[src/rtl/alu_shft_seq.sv]
// alu_shft_seq: N-bit shift/rotate sequencer that drives the combinational ALU shifter one bit per clock.
// Defining ALU_SHFT_SEQ_FLAGS_EN builds the registered {S,Z,P,C} flag_out; otherwise flag_out is tied low.
`ifndef AOP_IDX
`define AOP_IDX 4
`endif
module alu_shft_seq #(
    parameter int CNT_W = 3
) (
    input  logic              clkc,
    input  logic              resetb,
    input  logic              start,
    input  logic              abort,
    input  logic [`AOP_IDX:0] op_in,
    input  logic [7:0]        data_in,
    input  logic [CNT_W-1:0]  cnt_in,
    input  logic              carry_in,
    output logic [7:0]        alub_out,
    output logic [`AOP_IDX:0] aluop_out,
    output logic              carry_bit_out,
    input  logic [7:0]        shft_out_in,
    input  logic              shft_c_in,
    output logic              busy,
    output logic              done,
    output logic [7:0]        result,
    output logic              carry_out,
    output logic [3:0]        flag_out
);
    typedef enum logic [1:0] {IDLE, SHIFT, DONE} state_t;
    localparam logic [CNT_W:0] CNT_ONE = 1;
    state_t            r_state, w_next;
    logic [7:0]        r_data, r_result;
    logic [`AOP_IDX:0] r_op;
    logic              r_carry, r_carry_out;
    logic [CNT_W:0]    r_cnt;
    logic              w_load, w_fin;
    always_comb begin
        w_next = r_state;
        w_load = 1'b0;
        case (r_state)
            IDLE: begin
                w_load = start & ~abort;
                w_next = w_load ? SHIFT : IDLE;
            end
            SHIFT:   w_next = abort ? IDLE : (r_cnt == CNT_ONE ? DONE : SHIFT);
            default: w_next = IDLE;
        endcase
    end
    // DONE exposes the finished data register directly so result is valid in the done cycle,
    // and it is only captured into the held copy when that cycle is not aborted.
    assign w_fin = (r_state == DONE) & ~abort;
    always_ff @(posedge clkc or negedge resetb) begin
        if (!resetb) begin
            r_state     <= IDLE;
            r_data      <= '0;
            r_op        <= '0;
            r_carry     <= 1'b0;
            r_cnt       <= '0;
            r_result    <= '0;
            r_carry_out <= 1'b0;
        end else begin
            r_state <= w_next;
            if (w_load) begin
                r_data  <= data_in;
                r_op    <= op_in;
                r_carry <= carry_in;
                r_cnt   <= {cnt_in == '0, cnt_in};
            end else if (r_state == SHIFT) begin
                r_data  <= shft_out_in;
                r_carry <= shft_c_in;
                r_cnt   <= r_cnt - CNT_ONE;
            end
            if (w_fin) begin
                r_result    <= r_data;
                r_carry_out <= r_carry;
            end
        end
    end
    assign alub_out      = r_data;
    assign aluop_out     = r_op;
    assign carry_bit_out = r_carry;
    assign busy          = r_state != IDLE;
    assign done          = w_fin;
    assign result        = w_fin ? r_data : r_result;
    assign carry_out     = w_fin ? r_carry : r_carry_out;
`ifdef ALU_SHFT_SEQ_FLAGS_EN
    logic [3:0] r_flags, w_flags;
    assign w_flags = {r_data[7], r_data == 8'h00, ~^r_data, r_carry};
    always_ff @(posedge clkc or negedge resetb) begin
        if (!resetb) r_flags <= 4'b0000;
        else if (w_fin) r_flags <= w_flags;
    end
    assign flag_out = w_fin ? w_flags : r_flags;
`else
    assign flag_out = 4'b0000;
`endif
endmodule

[config.mk]
export PLATFORM = sky130hd
export DESIGN_NAME = alu_shft_seq
export DESIGN_NICKNAME = d
export VERILOG_FILES = /design/src/rtl/alu_shft_seq.sv
export SDC_FILE = /design/constraint.sdc
export NUM_CORES = 1
export LEC_CHECK = 0
export CORE_UTILIZATION = 41
export DETAILED_ROUTE_END_ITERATION = 16
export MAX_ROUTING_LAYER = met4
export PLACE_DENSITY = 0.79
export SYNTH_ARGS = -nofsm -noshare
export SYNTH_HDL_FRONTEND = slang
export SYNTH_SLANG_ARGS = --single-unit
export TNS_END_PERCENT = 10
[constraint.sdc]
create_clock -name clkc -period 2 [get_ports clkc]
set_input_delay 0.6 -clock clkc [delete_from_list [all_inputs] [get_ports clkc]]
set_output_delay 0.6 -clock clkc [all_outputs]
set_load 0.005 [all_outputs]
* Yosys cells after proc, flatten, opt, wreduce, memory -nomap -nowiden
Cells that the tools add are included.
Word-level totals: bits in writable memories 0, register bits 29, latch bits 0, output and inout port bits 29, memories kept 0, memory bits (read-only) 0
Operators by class: multipliers 0, shifts and indexed selects 0, order comparisons 0, multiplexer cells 13, reductions and logical operators 4, eq/ne operators 3, add/subtract/negate cells 1, divide/modulo/power cells 0, bitwise operators 3
Operators with widths (count):
- two-way mux 8 bit | 3
- two-way mux 4 bit | 2
- two-way mux 1 bit | 5
- equality test 4 x 1 -> 1 bit, second input constant | 1
- two-way mux 2 bit | 2
- one-hot mux 2 bit (2 select lines) | 1
- nonzero test 2 bit | 2
- subtractor 4 x 1 -> 4 bit, second input constant | 1
- zero test 3 bit | 1
- AND 1 bit | 2
- equality test 2 x 1 -> 1 bit, second input constant | 1
- equality test 2 bit, second input constant | 1
- zero test 2 bit | 1
- inverter 1 bit | 1

* Logic depth before layout (Yosys ltp)
Gate-level depths: netlist (run 1).
depth after elaboration 4, depth in mapped cells 5, mapped depth without buffers 4

* Least setup slack after synthesis (run 1)
No wires, ideal clock.
path kind input-to-output, from input port abort, to output port carry_out, required time 1.400 ns, cell stages on the path 3, arrival time 1.340 ns, setup slack 0.060 ns, cell sequence nor3b_1 > buf_2 > mux2_2
On the way: longest elaborated chain between the ends 3
RTL lines:
- start, declared | line 12 | input logic abort,
- inverter 1 bit | line 50 | assign w_fin = (r_state == DONE) & ~abort;
- AND 1 bit | line 50
- net done | line 23 | output logic done,
- two-way mux 1 bit
- end, declared | line 25 | output logic carry_out,
The timed path passes the listed nets, and every way through them passes these cells.

* Worst setup path in the final report (run 1)
from register r_state[0], to output port result[7]
On the way: longest elaborated chain between the ends 3
RTL lines:
- start, declared | line 30 | state_t r_state, w_next;
- start signal, assigned | line 61 | r_state <= w_next;
- equality test 2 bit | line 50
- AND 1 bit | line 50
- two-way mux 8 bit
- end, declared | line 24 | output logic [7:0] result,
Every way passes these cells.

==> results_dict.tcl, run 1 <==
set metrics [dict create \
    p_comb_share_pct 38.4 \
    p_leak_nw 1.004 \
    routed_wl_mm 3.370 \
    p_seq_share_pct 44.4 \
    clk_pin_slew_ns 0.09 \
    syn2layout_area_growth_pct 59.53 \
    stdcell_count 217 \
    numPortBuffers 54 \
    first_global_vias 1111 \
    setup_viol 10 \
    hold_viol 0 \
    ant_nets 0 \
    dieHeight_um 58.74 \
    syn_inst 100 \
    layout.nets 204 \
    drc 0 \
    power.total_mw 1.963 \
    wire_per_inst_um 15.53 \
    period_needed_ns 2.296 \
    slowest_delay_ns 0.42 \
    reg2reg_to "aluop_out[0]" \
    yosysUniqueCellTypes 26 \
    crit_buf_inv 3 \
    insertion_delay_ns 0.33 \
    power.share.switching_pct 29.65 \
    dp_cells 204 \
    dieArea_um2 3450 \
    drt-initial-drc-count 23 \
    p_int_mw 1.381 \
    drtPass1Iterations 4 \
    synth_compound_area_share_pct 15.55 \
    syn_area_per_cell_um2 13.20 \
    status "finished with violations" \
    endpoint_kind "output port" \
    grt_first_pass_wirelength_mm 5.478 \
    start_util_pct 43.24 \
    synth.area.mux_share_pct 12.70 \
    regToRegSetupSlack_ns 0.35 \
    reg2reg_depth 5 \
    synth_xor_area_share_pct 0 \
    synthSimpleGateAreaFrac_pct 8.626 \
    rr_startpoint "r_state[0]" \
    synthAdderAreaFrac_pct 1.896 \
    clkPwrFrac_pct 17.1 \
    rsz0062_at_grt "true" \
    min_period_over_period_pct 114.8 \
    cts_max_path_buffers 2 \
    syn_area_um2 1320 \
    report.final.slew_viol_count 0 \
    fin_ws_ns -0.2963 \
    synth_top_family_by_area "compound AO/OA/AOI/OAI gates" \
    critPathSlowestCell "dfrtp_1" \
    yosysWarnings 0 \
    critPathArrivalTime_ns 1.70 \
    cts_tree "yes" \
    drv_cap 0 \
    hpwl_mm 2.281 \
    criticalPathCategory "register to output port" \
    synth_seq_area_share_pct 54.98 \
    crit_family "flip-flops" \
    root_buffer "clkbuf_4" \
    fp.dieW_um 58.74 \
    mostFrequentLayoutCell "clkdlybuf4s50_1" \
    fin_setup_tns_ns -2.263 \
    antenna_cells 0 \
    cp_common_cell "buf_6" \
    clkSinkCount 29 \
    drive_above_1_share_pct 31.21 \
    antenna_found_initial 0 \
    worstHoldPathType "register to register" \
    grt_remaining_overflow 0 \
    critPathMaxFanout 4 \
    synth-seq-cells 29 \
    violations "setup timing" \
    cts_max_level 2 \
    holdPathStages 1 \
    fp-row-count 20 \
    path_cells "nor3b_4, buf_6, buf_6, mux2_4, buf_6" \
    power.density_nw_per_um2 932.2 \
    grt_max_degree 30 \
    worstHoldStart "r_result[4]" \
    worstSetupStartpointType "register" \
    fmax_ghz 0.4355 \
    io_pins 59 \
    final_cell_mix "clkdlybuf4s50_1 (42), dfrtp_1 (29), buf_6 (13)" \
    pre_cts_ws_ns -0.8585 \
    cp.required_ns 1.40 \
    vias 1089 \
    holdPathEnd "r_result[4]" \
    peakVddDrop_mv 0.4972 \
    fillers 218 \
    place_congestion 0.8338 \
    coreArea_um2 3053 \
    switching_power_uw 582.0 \
    cts_inserted_buffers 5 \
    skew_ns 0.01265 \
    viasPerCell 5.018 \
    grt_use_total_pct 23.04 \
]
synth_stat cells:
library cell  number  area [µm²]
ha_1               2       25.02
o41a_1             1       11.26
nor4b_1            2       17.52
a221o_1            3       30.03
o311ai_0           1       8.760
dfrtp_1           29       725.7
nor4b_4            1       23.77
o31a_1             1       8.760
nor2_2             1       6.260
mux2i_1            1       10.01
buf_2              3       15.01
or2_2              1       6.260
buf_4              6       45.04
nor3_1             1       5.000
conb_1             1       3.750
inv_1              2       7.510
buf_6              1       11.26
nand2_1            1       3.750
nor2_1             5       18.77
a22o_1             9       78.83
a21o_1             9       67.56
nor2b_1            1       6.260
nand3_1            1       5.000
nand2b_1           1       6.260
nor3b_1            2       15.01
mux2_2            14       157.7
per-stage QoR:
step | instance area (µm²) | utilization (%) | hold WS, ns
3_3_place_gp | 1971 | 64.55 | 0.4797
3_5_place_dp | 1971 | 64.55 | 0.4873
5_1_grt | 2106 | 68.98 | 0.5239
4_1_cts | 2106 | 68.98 | 0.5055
2_1_floorplan | 1331 | - | 0.3044
6_report | 2106 | 68.98 | 0.5110
worst register-to-register path, stage by stage (launching register included):
cell	delay (ns)
dfrtp_1	0.42
buf_4	0.17
nor4b_4	0.29
buf_4	0.21
buf_12	0.12
mux2_2	0.32
sequential cells by signal, indices dropped and copies added (netlist names):
name,flops
r_cnt,4
alub_out,8
carry_bit_out,1
aluop_out,5
r_carry_out,1
r_result,8
r_state,2
how the worst max path moves through the flow:
stage               startpoint   endpoint  cells after the start
global placement         abort  carry_out                      5
CTS                 r_state[0]  result[7]                      5
detailed placement       abort  result[6]                      5
floorplan                abort  carry_out                      3
finish              r_state[0]  result[7]                      5
global route        r_state[0]  result[7]                      5
power groups by stage:
stage	Combinational (mW)	Sequential (mW)	Clock, mW
2_1_floorplan	0.317	0.857	0
3_3_place_gp	0.708	0.859	0
3_5_place_dp	0.726	0.876	0
4_1_cts	0.760	0.868	0.347
5_1_grt	0.815	0.894	0.389
6_report	0.755	0.872	0.337
cells by family (layout without fill, tap and decap cells):
group | count (synthesis) | count (layout)
other | 1 | 4
AOI/OAI and AO/OA | 24 | 24
buffers and inverters | 12 | 82
muxes | 15 | 15
adders and majority gates | 2 | 2
DFF | 29 | 29
and+or+nand+nor | 17 | 17
repair_timing:
action | in CTS | in global routing
pin swaps | 1 | 0
gates resized for setup | 62 | 4
setup endpoints to repair | 11 | 11
buffers inserted | 4 | 0
cloned | 1 | 0
hold buffers | 0 | 0
final cells by class:
class | instances | area [µm²] | area share [%]
clock buffer | 6 | 41.29 | 1.961
clock inverter | 2 | 10.01 | 0.4753
inverter | 2 | 7.507 | 0.3565
multi-input combinational | 62 | 568.0 | 26.98
sequential | 29 | 725.7 | 34.46
tap | 44 | 55.05 | 2.614
timing repair buffer | 72 | 698.2 | 33.16
routing by layer:
metal	GRT usage (%)	vias to the layer above	part of all wire, %
met1	27.66	534	42
met2	35.71	44	49
met4	11.56	0	2.9
met3	6.154	9	5.7
met5	-	-	0
li1	-	502	-
(Power assumes the default switching activity.)
==> run 2: changes to the inputs <==
--- a/config.mk
+++ b/config.mk
@@ -7,6 +7,7 @@
 export LEC_CHECK = 0
 export CORE_UTILIZATION = 41
 export DETAILED_ROUTE_END_ITERATION = 16
+export GPL_ROUTABILITY_DRIVEN = 0
 export MAX_ROUTING_LAYER = met4
 export PLACE_DENSITY = 0.79
 export SYNTH_ARGS = -nofsm -noshare
==> results of run 2 <==
The final DEF is identical to that of run 1; final timing and power are the same.
